### src/rtl/inst_fetch.sv
// IF-stage fetch unit: owns the PC, issues one word fetch at a time over a
// req/ack handshake and presents if_pc/if_inst to the IF/ID register.
// Branches carry one delay slot; an exception flush redirects with top priority.
module inst_fetch #(
  parameter logic [31:0] RESET_PC = 32'h0000_0000,
  parameter int unsigned WAIT_MAX = 8
) (
  input  logic        clk,
  input  logic        rst,
  input  logic [5:0]  stall,
  input  logic        branch_flag_i,
  input  logic [31:0] branch_target_i,
  input  logic        flush,
  input  logic [31:0] new_pc,
  output logic        imem_req,
  output logic [31:0] imem_addr,
  input  logic        imem_ack,
  input  logic [31:0] imem_rdata,
  output logic [31:0] if_pc,
  output logic [31:0] if_inst,
  output logic        stallreq_if,
  output logic        fetch_err
);

  typedef enum logic [1:0] {StBoot, StFetch, StHeld, StDrain} state_e;

  state_e      state_q, state_d;
  logic [31:0] pc_q, pc_d;
  logic        br_pend_q, br_pend_d;
  logic [31:0] br_tgt_q, br_tgt_d;
  logic [31:0] buf_q, buf_d;
  logic [31:0] flush_pc_q, flush_pc_d;
  logic [31:0] wait_q, wait_d;
  logic        err_q, err_d;

  logic        hold;
  logic [31:0] br_tgt_in;
  logic [31:0] flush_pc_in;
  logic [31:0] next_pc;
  logic        waiting;

  // Only stall[0] concerns this stage; the other bits belong to later stages.
  logic unused_stall;
  assign unused_stall = ^stall[5:1];

  assign hold        = stall[0];
  assign br_tgt_in   = {branch_target_i[31:2], 2'b00};
  assign flush_pc_in = {new_pc[31:2], 2'b00};
  assign waiting     = ((state_q == StFetch) || (state_q == StDrain)) && !imem_ack;

  // PC of the instruction after the one being consumed; a same-cycle branch is newest.
  always_comb begin
    if (branch_flag_i) begin
      next_pc = br_tgt_in;
    end else if (br_pend_q) begin
      next_pc = br_tgt_q;
    end else begin
      next_pc = pc_q + 32'd4;
    end
  end

  // State register.
  always_ff @(posedge clk or negedge rst) begin
    if (!rst) begin
      state_q <= StBoot;
    end else begin
      state_q <= state_d;
    end
  end

  // Datapath registers: PC, pending branch, hold buffer, flush target, watchdog.
  always_ff @(posedge clk or negedge rst) begin
    if (!rst) begin
      pc_q       <= RESET_PC;
      br_pend_q  <= 1'b0;
      br_tgt_q   <= 32'h0;
      buf_q      <= 32'h0;
      flush_pc_q <= 32'h0;
      wait_q     <= 32'h0;
      err_q      <= 1'b0;
    end else begin
      pc_q       <= pc_d;
      br_pend_q  <= br_pend_d;
      br_tgt_q   <= br_tgt_d;
      buf_q      <= buf_d;
      flush_pc_q <= flush_pc_d;
      wait_q     <= wait_d;
      err_q      <= err_d;
    end
  end

  // Next-state and datapath update; flush overrides everything decided above it.
  always_comb begin
    state_d    = state_q;
    pc_d       = pc_q;
    br_pend_d  = br_pend_q;
    br_tgt_d   = br_tgt_q;
    buf_d      = buf_q;
    flush_pc_d = flush_pc_q;
    wait_d     = wait_q;
    err_d      = err_q;

    if (branch_flag_i) begin
      br_pend_d = 1'b1;
      br_tgt_d  = br_tgt_in;
    end

    unique case (state_q)
      StBoot: state_d = StFetch;
      StFetch: begin
        if (imem_ack) begin
          if (!hold) begin
            pc_d      = next_pc;
            br_pend_d = 1'b0;
          end else begin
            buf_d   = imem_rdata;
            state_d = StHeld;
          end
        end
      end
      StHeld: begin
        if (!hold) begin
          pc_d      = next_pc;
          br_pend_d = 1'b0;
          state_d   = StFetch;
        end
      end
      StDrain: begin
        if (imem_ack) begin
          pc_d    = flush_pc_q;
          state_d = StFetch;
        end
      end
      default: state_d = StBoot;
    endcase

    if (flush) begin
      br_pend_d = 1'b0;
      buf_d     = 32'h0;
      if (waiting) begin
        // Outstanding fetch must still complete; remember where to go afterwards.
        flush_pc_d = flush_pc_in;
        state_d    = StDrain;
      end else begin
        pc_d    = flush_pc_in;
        state_d = StFetch;
      end
    end

    // Watchdog saturates at WAIT_MAX so it cannot wrap back to zero.
    if (imem_ack) begin
      wait_d = 32'h0;
    end else if (waiting) begin
      if (wait_q < WAIT_MAX) begin
        wait_d = wait_q + 32'd1;
      end
      if (wait_q + 32'd1 >= WAIT_MAX) begin
        err_d = 1'b1;
      end
    end
  end

  // Output decode from state and same-cycle handshake.
  always_comb begin
    imem_req    = (state_q == StFetch) || (state_q == StDrain);
    imem_addr   = {pc_q[31:2], 2'b00};
    if_pc       = pc_q;
    if_inst     = 32'h0;
    stallreq_if = waiting || (state_q == StDrain);
    fetch_err   = err_q;
    if (!flush) begin
      if ((state_q == StFetch) && imem_ack) begin
        if_inst = imem_rdata;
      end else if (state_q == StHeld) begin
        if_inst = buf_q;
      end
    end
  end

endmodule

### config.mk
export PLATFORM = sky130hd
export DESIGN_NAME = inst_fetch
export DESIGN_NICKNAME = d
export VERILOG_FILES = /design/src/rtl/inst_fetch.sv
export SDC_FILE = /design/constraint.sdc
export NUM_CORES = 1
export LEC_CHECK = 0
export ABC_CLOCK_PERIOD_IN_PS = 2600
export CORE_ASPECT_RATIO = 1.2
export CORE_MARGIN = 4
export CORE_UTILIZATION = 30
export DETAILED_ROUTE_END_ITERATION = 12
export HOLD_SLACK_MARGIN = 0.1
export MAX_ROUTING_LAYER = met4
export PLACE_DENSITY = 0.65
export SLEW_MARGIN = 20
export SYNTH_ARGS = -nofsm -noshare
export SYNTH_HDL_FRONTEND = slang
export SYNTH_SLANG_ARGS = --single-unit
### constraint.sdc
create_clock -name clk -period 2.6 [get_ports clk]
set_input_delay 0.78 -clock clk [delete_from_list [all_inputs] [get_ports clk]]
set_output_delay 0.78 -clock clk [all_outputs]
set_load 0.01 [all_outputs]
## Word-level counts from Yosys, hierarchy flattened

Cells that the tools add are included.

| storage, ports and cells | value |
|---|---|
| bits in registers | 160 |
| output and inout port bits | 99 |
| word-level logic and storage cells | 66 |

| operators by class | value |
|---|---|
| add/sub/neg operators | 2 |
| magnitude comparators | 2 |
| eq/ne operators | 7 |
| mux-type cells | 30 |
| bitwise logic cells | 1 |
| reductions and logical operators | 16 |

Operators with widths:

| operator | number |
|---|---|
| $mux W32 | 17 |
| $pmux W32 S3 | 1 |
| $add A32 B1 Y32 const B | 1 |
| $add A32 B3 Y32 const B | 1 |
| $ge A32 B4 Y1 const B | 1 |
| $lt A32 B4 Y1 const B | 1 |
| $mux W2 | 6 |
| $ne A3 B3 Y1 const B | 4 |
| $reduce_bool A2 Y1 | 5 |
| $pmux W2 S4 | 1 |
| $reduce_and A3 Y1 | 2 |
| $eq A2 B2 Y1 const B | 2 |
| $mux W1 | 4 |
| $reduce_and A2 Y1 | 2 |
| $reduce_and A4 Y1 | 1 |
| $eq A2 B1 Y1 const B | 1 |
| $logic_and A1 B1 Y1 | 2 |
| $logic_not A2 Y1 | 1 |
| $logic_or A1 B1 Y1 | 2 |
| $pmux W1 S2 | 1 |
| $logic_not A1 Y1 | 1 |
| $not A1 Y1 | 1 |

## Logic depth before layout (Yosys ltp)

Gate-level depths: netlist (run 1).

| logic depth | value |
|---|---|
| depth in word-level cells | 8 |
| mapped depth | 11 |

## Least setup slack after synthesis (run 1)

OpenSTA, ideal clock, no wires.

| timing | value |
|---|---|
| kind | input to output |
| from | input port imem_ack |
| to | output port if_inst[10] |
| arrival time | 1.880 ns |
| data required time | 1.820 ns |
| slack | -0.060 ns |
| cell stages on the path | 6 |
| path buffers | 3 |
| cells stage by stage | clkbuf_1 > and2_1 > clkbuf_1 > clkbuf_1 > nand2_1 > a21oi_1 |

| on the way | value |
|---|---|
| word-level cells in the longest chain between the ends | 3 |

Ends and longest elaborated chain:

| element | RTL line | RTL |
|---|---|---|
| start, declared | 17 | `input logic imem_ack,` |
| $logic_and A1 B1 Y1 | 172 | `if ((state_q == StFetch) && imem_ack) begin` |
| $mux W32 | 172 |  |
| $mux W32 | 171 | `if (!flush) begin` |
| end, declared | 20 | `output logic [31:0] if_inst,` |

No other way between the ends.

## Worst setup path after layout (run 1)

| timing | value |
|---|---|
| from | register state_q[0] |
| to | output port if_inst[1] |

| on the way | value |
|---|---|
| word-level cells in the longest chain between the ends | 4 |
| elaborated cells on any way between the ends | 6 |
| those cells by class | 2 x eq/ne; 3 x mux; 1 x reduce/logical |

Ends and longest elaborated chain:

| element | RTL line | RTL |
|---|---|---|
| start, declared | 27 | `state_e state_q, state_d;` |
| start signal, assigned | 65 | `state_q <= StBoot;` |
| start signal, assigned | 67 | `state_q <= state_d;` |
| $eq A2 B2 Y1 or $eq A2 B1 Y1 (tied branches) | 174, 172 |  |
| $mux W32 or $logic_and A1 B1 Y1 (tied branches) | 174, 172 |  |
| $mux W32 (*) | 172 |  |
| $mux W32 (*) | 171 |  |

Every way passes the cells marked *; elsewhere a longest branch is shown, timed or not.

==> run summary, run 1 <==
status = complete, but fails checks
failing checks = setup timing
Starting Density = 30.5%
fin crit period = 2.60 ns
Clock power frac = 23.3%
Layout area overhead = 39.7%
layout cells sized above 1 = 23.6%
pwr dens = 889 nW/µm²
CTS Buffer Depth = 2
crit start category = flop
Max Fclk = 384 MHz
root buffer cell = clkbuf_16
kind of critical path = flop to primary output
synthesized area = 9330 µm²
Critical Path AT = 1.82 ns
synth unique cells = 71
maximum VDD drop = 0.000437 V
Crit. End Element = primary output
worst slew pin tran = 0.630 ns
die width = 169 µm
Sw Ratio = 36.4%
Final Skew = 0.0187 ns
Gate Count Post-Synth = 1050
initial antenna violation count = 0
vias in the first global route = 8921
CTS tree = done
Slew Limit Fails = 0
Final period util = 100%
Fin Hold WS = 0.296 ns
post-synthesis sequential area ratio = 42.9%
Seq. cell area = 4010 µm²
die height = 201 µm
Layout fillers = 3006
IO Count = 206
largest net degree at the start of global routing = 52
Critical Path Fanout Max = 8
area of the multi-input gates = 4890 µm²
total of max-cap violations = 0
Final Hold Fails = 0
Int Pwr = 7.36 mW
Cell Rows = 70
Hold WC Path Type = input pin to async pin
Synth Warn # = 0
top_reg_cell synth = dfrtp_1
EDFF count, synth = 0
GRT Total Usage = 18.5%
max_slew headroom = 57.7%
synthesized area per cell = 8.89 µm²
total number of vias = 8832
Placement Setup Slack = -0.674 ns
Lkg Pwr = 5.44 nW
H-tree Lvls = 4
first-pass GRT wire length = 49400 µm
Residual DRC = 0
hpwl dp = 22000 µm
GP Congestion = 0.915
WL final = 31400 µm
Reg clk slew, reported paths = 0.06 ns
grt ovf = 0
1st-iter DRT viols = 668
Initial DRT Pass Iterations = 7
Yosys reg bits = 160
Async SR Flop Fraction = 100%
unrepaired setup endpoints after global routing = yes
CTS Sinks = 160
hold_buf cts = 0
routed vias/inst = 5.21
Tot Pwr = 11.6 mW
Required @ worst endpoint = 1.82 ns
Wirelength per Cell = 18.6 µm
I/O Buffers = 194
ant diodes = 0
Core Box Area = 30600 µm²
Final #Nets = 1398
Skew-Pair Late Insertion Delay = 0.43 ns
Routed Antenna Nets = 0
Gate power share = 44.4%
die area = 34000 µm²
# setup viols final = 1
Psw = 4.22 mW
cts bufs inserted = 17
setup ws final = -0.00212 ns
Flop pwr share = 32.3%
critical path: stages (launching register included):
cell and delay [ns]:
dfrtp_2 0.43, ha_4 0.19, buf_6 0.13, nand2_8 0.10
clkbuf_16 0.18, nand3_1 0.10, a21oi_1 0.13, buf_2 0.15
registers in the layout (all words and copies together) (netlist names):
name / count
buf_q: 32
if_pc: 32
wait_q: 32
br_tgt_q: 30
flush_pc_q: 30
state_q: 2
br_pend_q: 1
fetch_err: 1
cell usage after synthesis (16+ instances only):
master / number / area, µm²
clkbuf_1: 51 / 191
and2_1: 22 / 138
a21oi_1: 116 / 581
inv_1: 24 / 90.1
dfrtp_1: 160 / 4000
o21ai_0: 54 / 270
a22oi_1: 16 / 120
mux2_2: 56 / 631
nand3_1: 56 / 280
buf_4: 35 / 263
nor2_1: 53 / 199
nand2_1: 148 / 556
routing by layer:
layer	wire, µm	part of all wire [%]	up-vias	GRT usage [%]
met5	0	0	-	-
met4	384	1.2	0	3.91
met3	1920	6.1	30	3.69
met2	16000	51	324	31.4
met1	13200	42	4286	23.0
li1	-	-	4192	-
stage by stage:
step	util, %	setup TNS, ns	instances	cell area [µm²]
2_1_floorplan	-	-1.79	1051	9340
3_3_place_gp	39.9	-28.22	1653	12200
3_5_place_dp	39.9	-30.17	1653	12200
5_1_grt	42.6	-1.48	1694	13000
6_report	42.6	-0.00212	1694	13000
4_1_cts	42.2	-1.04	1695	12900
cells by family (layout without fill, tap and decap cells):
| group | Yosys count | count (layout) | synth area share, % |
|---|---|---|---|
| flip-flops | 160 | 160 | 42.9 |
| adder cells (fa/ha/maj) | 6 | 6 | 0.804 |
| XOR/XNOR | 24 | 24 | 2.25 |
| multiplexers | 69 | 69 | 8.15 |
| buffers and inverters | 129 | 376 | 7.12 |
| AND/OR/NAND/NOR | 376 | 376 | 19.9 |
| AO/OA/AOI/OAI | 285 | 285 | 18.9 |
| other | 1 | 2 | 0.0402 |
what timing repair did:
action	CTS	global route
setup endpoints to repair	35	34
cloned	5	1
setup buffers	5	2
gates resized for setup	153	44
pin swaps	1	28
cells in the final DEF, fill, tap and decap left out, types with 6 or more instances in the layout:
| cell | count |
|---|---|
| a221oi_1 | 12 |
| mux2_2 | 56 |
| o21a_1 | 7 |
| and2_1 | 21 |
| o21ai_1 | 6 |
| a21oi_1 | 103 |
| nand2b_1 | 9 |
| buf_2 | 36 |
| inv_1 | 22 |
| nor3_1 | 15 |
| a22oi_1 | 16 |
| a21oi_2 | 13 |
| o21ai_0 | 53 |
| nand3_2 | 16 |
| nand3_1 | 37 |
| mux2i_1 | 13 |
| buf_4 | 106 |
| nor2_1 | 52 |
| a21o_1 | 8 |
| a221o_1 | 11 |
| a31oi_1 | 12 |
| xor2_1 | 10 |
| dfrtp_1 | 159 |
| clkbuf_16 | 18 |
| and3_1 | 12 |
| clkdlybuf4s50_1 | 155 |
| nor4_1 | 8 |
| nand2_1 | 147 |
| nor2b_1 | 15 |
| buf_12 | 11 |
| nand4_1 | 13 |
| xnor2_1 | 14 |
layout make-up:
type	count	area share, %
Multi-Input combinational cell	762	37.6
Sequential cell	160	30.7
Timing Repair Buffer	318	22.4
Tap cell	396	3.80
Clock buffer	19	3.40
Clock inverter	13	1.41
Inverter	26	0.749
power by group through the flow:
| stage | sequential, mW | clock, mW | combinational, mW |
|---|---|---|---|
| final | 3.74 | 2.70 | 5.14 |
| after global routing | 3.84 | 2.85 | 5.56 |
| after CTS | 3.73 | 2.76 | 5.16 |
| after detailed placement | 3.77 | 0 | 4.90 |
| after global placement | 3.73 | 0 | 4.83 |
| after floorplan | 3.74 | 0 | 2.59 |
worst paths after layout:
path / startpoint / to / slack (ns) / cells after the start
min in group clk: flush_pc_q[15] / if_pc[15] / 0.50 / 2
max in group asynchronous: rst / state_q[0] / 1.61 / 2
worst min-delay path: rst / br_tgt_q[12] / 0.30 / 1
worst min register to register: flush_pc_q[15] / if_pc[15] / 0.50 / 2
worst max-delay path: state_q[0] / if_inst[1] / -0.002 / 7
worst max register to register: if_pc[2] / if_pc[18] / 0.20 / 8
No activity file was read; power rests on OpenSTA's default activity.
==> inputs of run 2 (changes only) <==
Settings changed: ABC_CLOCK_PERIOD_IN_PS 2600 to 2800, PLACE_DENSITY 0.65 to 0.63.
Clock period 2.6 ns to 2.8 ns, I/O delays scaled along.
==> run summary, run 2 (synthesized netlist as in run 1, its figures left out) <==
crit start category = flop
Final Skew = 0.0135 ns
slowest stage delay, CP = 0.38 ns
Cell Rows = 70
kind of critical path = flop to primary output
Critical Path Fanout Max = 20
Post-Route Utilization = 41.3%
total of max-cap violations = 0
fin crit period = 2.70 ns
Placement Setup Slack = -0.676 ns
Max Fclk = 370 MHz
vias in the first global route = 8638
R2R cell count = 10
Crit. End Element = primary output
GP Congestion = 0.834
cts bufs inserted = 17
Starting Density = 30.5%
status = finished clean
WL final = 30300 µm
I/O Buffers = 194
Final #Nets = 1381
Final Hold Fails = 0
Slew Limit Fails = 0
setup bufs post-CTS = 0
CTS Buffer Depth = 2
pwr dens = 816 nW/µm²
Routed Antenna Nets = 0
Reg clk slew, reported paths = 0.07 ns
Layout area overhead = 35.4%
Residual DRC = 0
die height = 201 µm
Hold WC Path Type = input pin to async pin
Crit-path slowest cell = dfrtp_1
Initial DRT Pass Iterations = 6
Lkg Pwr = 5.28 nW
worst slew pin tran = 0.628 ns
r2r startpoint = state_q[0]
total number of vias = 8799
Final period util = 96.4%
Layout fillers = 2989
CTS tree = done
r2r setup slk = 0.36 ns
Int Pwr = 6.52 mW
commonest non-fill, non-tap cell in the layout = dfrtp_1
largest net degree at the start of global routing = 57
Gate power share = 43.0%
first-pass GRT wire length = 47800 µm
root buffer cell = clkbuf_16
initial antenna violation count = 0
grt ovf = 0
Required @ worst endpoint = 1.96 ns
Clock power frac = 23.0%
H-tree Lvls = 4
commonest non-fill, non-tap cells in the layout = 160 x dfrtp_1, 155 x clkdlybuf4s50_1, 147 x nand2_1
chain of cells forming the critical path = inv_1 > ha_2 > and2_4 > buf_12 > nand2_1 > a21oi_1 > clkdlybuf4s15_1
setup ws final = 0.100 ns
Critical Path AT = 1.86 ns
R2R Path End = if_pc[26]
routed vias/inst = 5.25
GRT Total Usage = 18.0%
Psw = 3.79 mW
1st-iter DRT viols = 717
die area = 34000 µm²
CTS Sinks = 160
placed cell area = 12100 µm²
Sw Ratio = 36.8%
Wirelength per Cell = 18.0 µm
hpwl dp = 21800 µm
ant diodes = 0
die width = 169 µm
Design Area, Final = 12600 µm²
layout cells sized above 1 = 19.5%
maximum VDD drop = 0.000445 V
IO Count = 206
max_slew headroom = 58.0%
Skew-Pair Late Insertion Delay = 0.43 ns
Core Box Area = 30600 µm²
# setup viols final = 0
Flop pwr share = 34.0%
unrepaired setup endpoints after global routing = no
run 2: stage by stage:
stage	setup TNS (ns)	power [mW]	instances	hold WS, ns
6_report	0	10.3	1677	0.332
5_1_grt	0	10.9	1677	0.359
4_1_cts	0	10.4	1677	0.347
3_5_place_dp	-28.03	8.00	1644	0.471
3_3_place_gp	-24.77	7.93	1644	0.475
2_1_floorplan	0	5.88	1051	0.461
run 2: worst max-delay path by stage:
| stage | slack (ns) | cells after the start | end | startpoint |
|---|---|---|---|---|
| 2_1_floorplan | 0.02 | 6 | if_inst[10] | imem_ack |
| 3_3_place_gp | -0.63 | 6 | if_inst[27] | imem_ack |
| 3_5_place_dp | -0.68 | 6 | if_inst[29] | imem_ack |
| 4_1_cts | 0.001 | 6 | if_inst[13] | state_q[0] |
| 5_1_grt | 0.0009 | 6 | if_inst[19] | state_q[0] |
| 6_report | 0.1 | 7 | if_inst[15] | state_q[1] |
run 2: metal layers:
metal | track usage (%) | vias to the layer above | share of wire [%]
met4 | 5.15 | 0 | 2.4
met1 | 22.7 | 4277 | 42
met3 | 3.40 | 45 | 6.2
met5 | - | - | 0
met2 | 29.4 | 329 | 49
li1 | - | 4148 | -
run 2: area by class of cell:
| class | count | area, µm² | area share, % |
|---|---|---|---|
| Multi-Input combinational cell | 762 | 4690 | 37.1 |
| Sequential cell | 160 | 4000 | 31.7 |
| Timing Repair Buffer | 301 | 2760 | 21.8 |
| Tap cell | 396 | 495 | 3.92 |
| Clock buffer | 21 | 460 | 3.64 |
| Clock inverter | 11 | 130 | 1.03 |
| Inverter | 26 | 97.6 | 0.772 |
run 2: critical path: cells and delay by family, from the launching register on:
family / cells / cell delay (ns)
fa+ha+maj: 1 / 0.22
flops: 1 / 0.38
simple gates: 2 / 0.23
compound gates: 1 / 0.12
buf+inv: 3 / 0.49
run 2: power groups by stage:
stage | Clock, mW | Combinational (mW) | Sequential, mW
finish | 2.37 | 4.44 | 3.50
global route | 2.51 | 4.82 | 3.60
CTS | 2.42 | 4.47 | 3.51
detailed placement | 0 | 4.45 | 3.55
global placement | 0 | 4.41 | 3.52
floorplan | 0 | 2.40 | 3.47
run 2: what timing repair did:
action | in CTS | in global routing
endpoints found under the setup margin | 37 | 33
gates resized for setup | 51 | 59
gates cloned | 1 | 0
pin swaps | 0 | 0
hold buffers | 0 | 0
==> inputs of run 3 (changes only) <==
Settings changed: CTS_BUF_LIST set to sky130_fd_sc_hd__clkbuf_8.
==> run summary, run 3 (synthesized netlist as in run 1, its figures left out) <==
crit start category = flop
Lkg Pwr = 5.25 nW
Core Box Area = 30600 µm²
Final period util = 98.5%
kind of critical path = flop to primary output
I/O Buffers = 194
IO Count = 206
max_slew headroom = 57.9%
Required @ worst endpoint = 1.96 ns
layout cells sized above 1 = 20.5%
Wirelength per Cell = 18.0 µm
setup ws final = 0.0427 ns
pwr dens = 776 nW/µm²
final setup TNS = 0 ns
ant diodes = 0
fin cells = 1682
die height = 201 µm
Residual DRC = 0
# setup viols final = 0
commonest non-fill, non-tap cell in the layout = dfrtp_1
Reg clk slew, reported paths = 0.10 ns
fin crit period = 2.76 ns
maximum VDD drop = 0.000437 V
CTS Buffer Depth = 2
1st-iter DRT viols = 761
GRT Total Usage = 17.8%
grt ovf = 0
Placement Setup Slack = -0.676 ns
Crit. End Element = primary output
initial antenna violation count = 0
placed cell area = 12100 µm²
largest net degree at the start of global routing = 57
Initial DRT Pass Iterations = 5
GP Congestion = 0.834
total number of vias = 8754
CTS Sinks = 160
commonest non-fill, non-tap cells in the layout = 160 x dfrtp_1, 155 x clkdlybuf4s50_1, 147 x nand2_1
first-pass GRT wire length = 47700 µm
Layout area overhead = 34.4%
Layout fillers = 3010
Final Hold Fails = 0
status = finished clean
worst slew pin tran = 0.629 ns
routed vias/inst = 5.20
Slew Limit Fails = 0
placed insts = 1644
CTS tree = done
root buffer cell = clkbuf_8
die width = 169 µm
Post-Route Utilization = 41.0%
total of max-cap violations = 0
Max Fclk = 363 MHz
Tot Pwr = 9.74 mW
Final Skew = 0.0167 ns
hpwl dp = 21800 µm
Starting Density = 30.5%
Critical Path Fanout Max = 10
vias in the first global route = 8617
Routed Antenna Nets = 0
Critical Path AT = 1.92 ns
hold_buf cts = 0
cts bufs inserted = 17
Cell Rows = 70
die area = 34000 µm²
H-tree Lvls = 4
Hold WC Path Type = input pin to async pin
Final #Nets = 1386
Skew-Pair Late Insertion Delay = 0.46 ns
Fin Hold WS = 0.304 ns
unrepaired setup endpoints after global routing = yes
WL final = 30300 µm
Design Area, Final = 12500 µm²
==> run 3: cell count changes in the layout (fill, tap and decap cells not counted), sizes merged <==
cell,previous run,this run
buf,110,143
bufbuf,1,0
clkbuf,52,21
clkdlybuf4s15,2,4
inv,26,28
==> run 3: final cells by class <==
cell class	count	area [µm²]	area share, %
Multi-Input combinational cell	762	4730	37.7
Sequential cell	160	4000	31.9
Timing Repair Buffer	306	2820	22.5
Tap cell	396	495	3.95
Clock buffer	19	262	2.08
Clock inverter	13	138	1.10
Inverter	26	97.6	0.778
==> run 3: path summary, 6_finish.rpt <==
kind / depth (start not counted) / startpoint / slack [ns] / end
setup / recovery: 7 / state_q[0] / 0.04 / if_inst[24]
hold / removal: 1 / rst / 0.30 / br_tgt_q[13]
setup reg to reg: 11 / state_q[0] / 0.33 / if_pc[26]
hold reg to reg: 1 / if_pc[0] / 0.49 / if_pc[0]
max in group asynchronous: 2 / rst / 1.78 / wait_q[17]
min in group clk: 1 / if_pc[0] / 0.49 / if_pc[0]
==> run 3: report_power, final <==
group / switching [mW] / internal (mW)
sequential: 0.645 / 2.85
clock: 0.925 / 0.841
combinational: 2.16 / 2.32
==> run 3: metal layers <==
metal / routed length [µm] / track usage (%) / vias up
li1: - / - / 4157
met1: 13000 / 22.7 / 4250
met2: 14900 / 29.4 / 308
met3: 1810 / 3.03 / 39
met4: 609 / 4.86 / 0
met5: 0 / - / -
==> run 3: timing repair <==
| item | in CTS | in global routing |
|---|---|---|
| pin swaps | 3 | 7 |
| cloned | 1 | 1 |
| gates resized for setup | 119 | 30 |
| endpoints found under the setup margin | 34 | 29 |
| buffers inserted | 4 | 1 |
==> run 3: critical path, cell delays in order (launching register included) <==
cell	delay (ns)
dfrtp_1	0.43
buf_4	0.15
inv_2	0.06
ha_4	0.20
buf_12	0.15
nand3_1	0.07
a21oi_1	0.15
clkdlybuf4s15_2	0.24
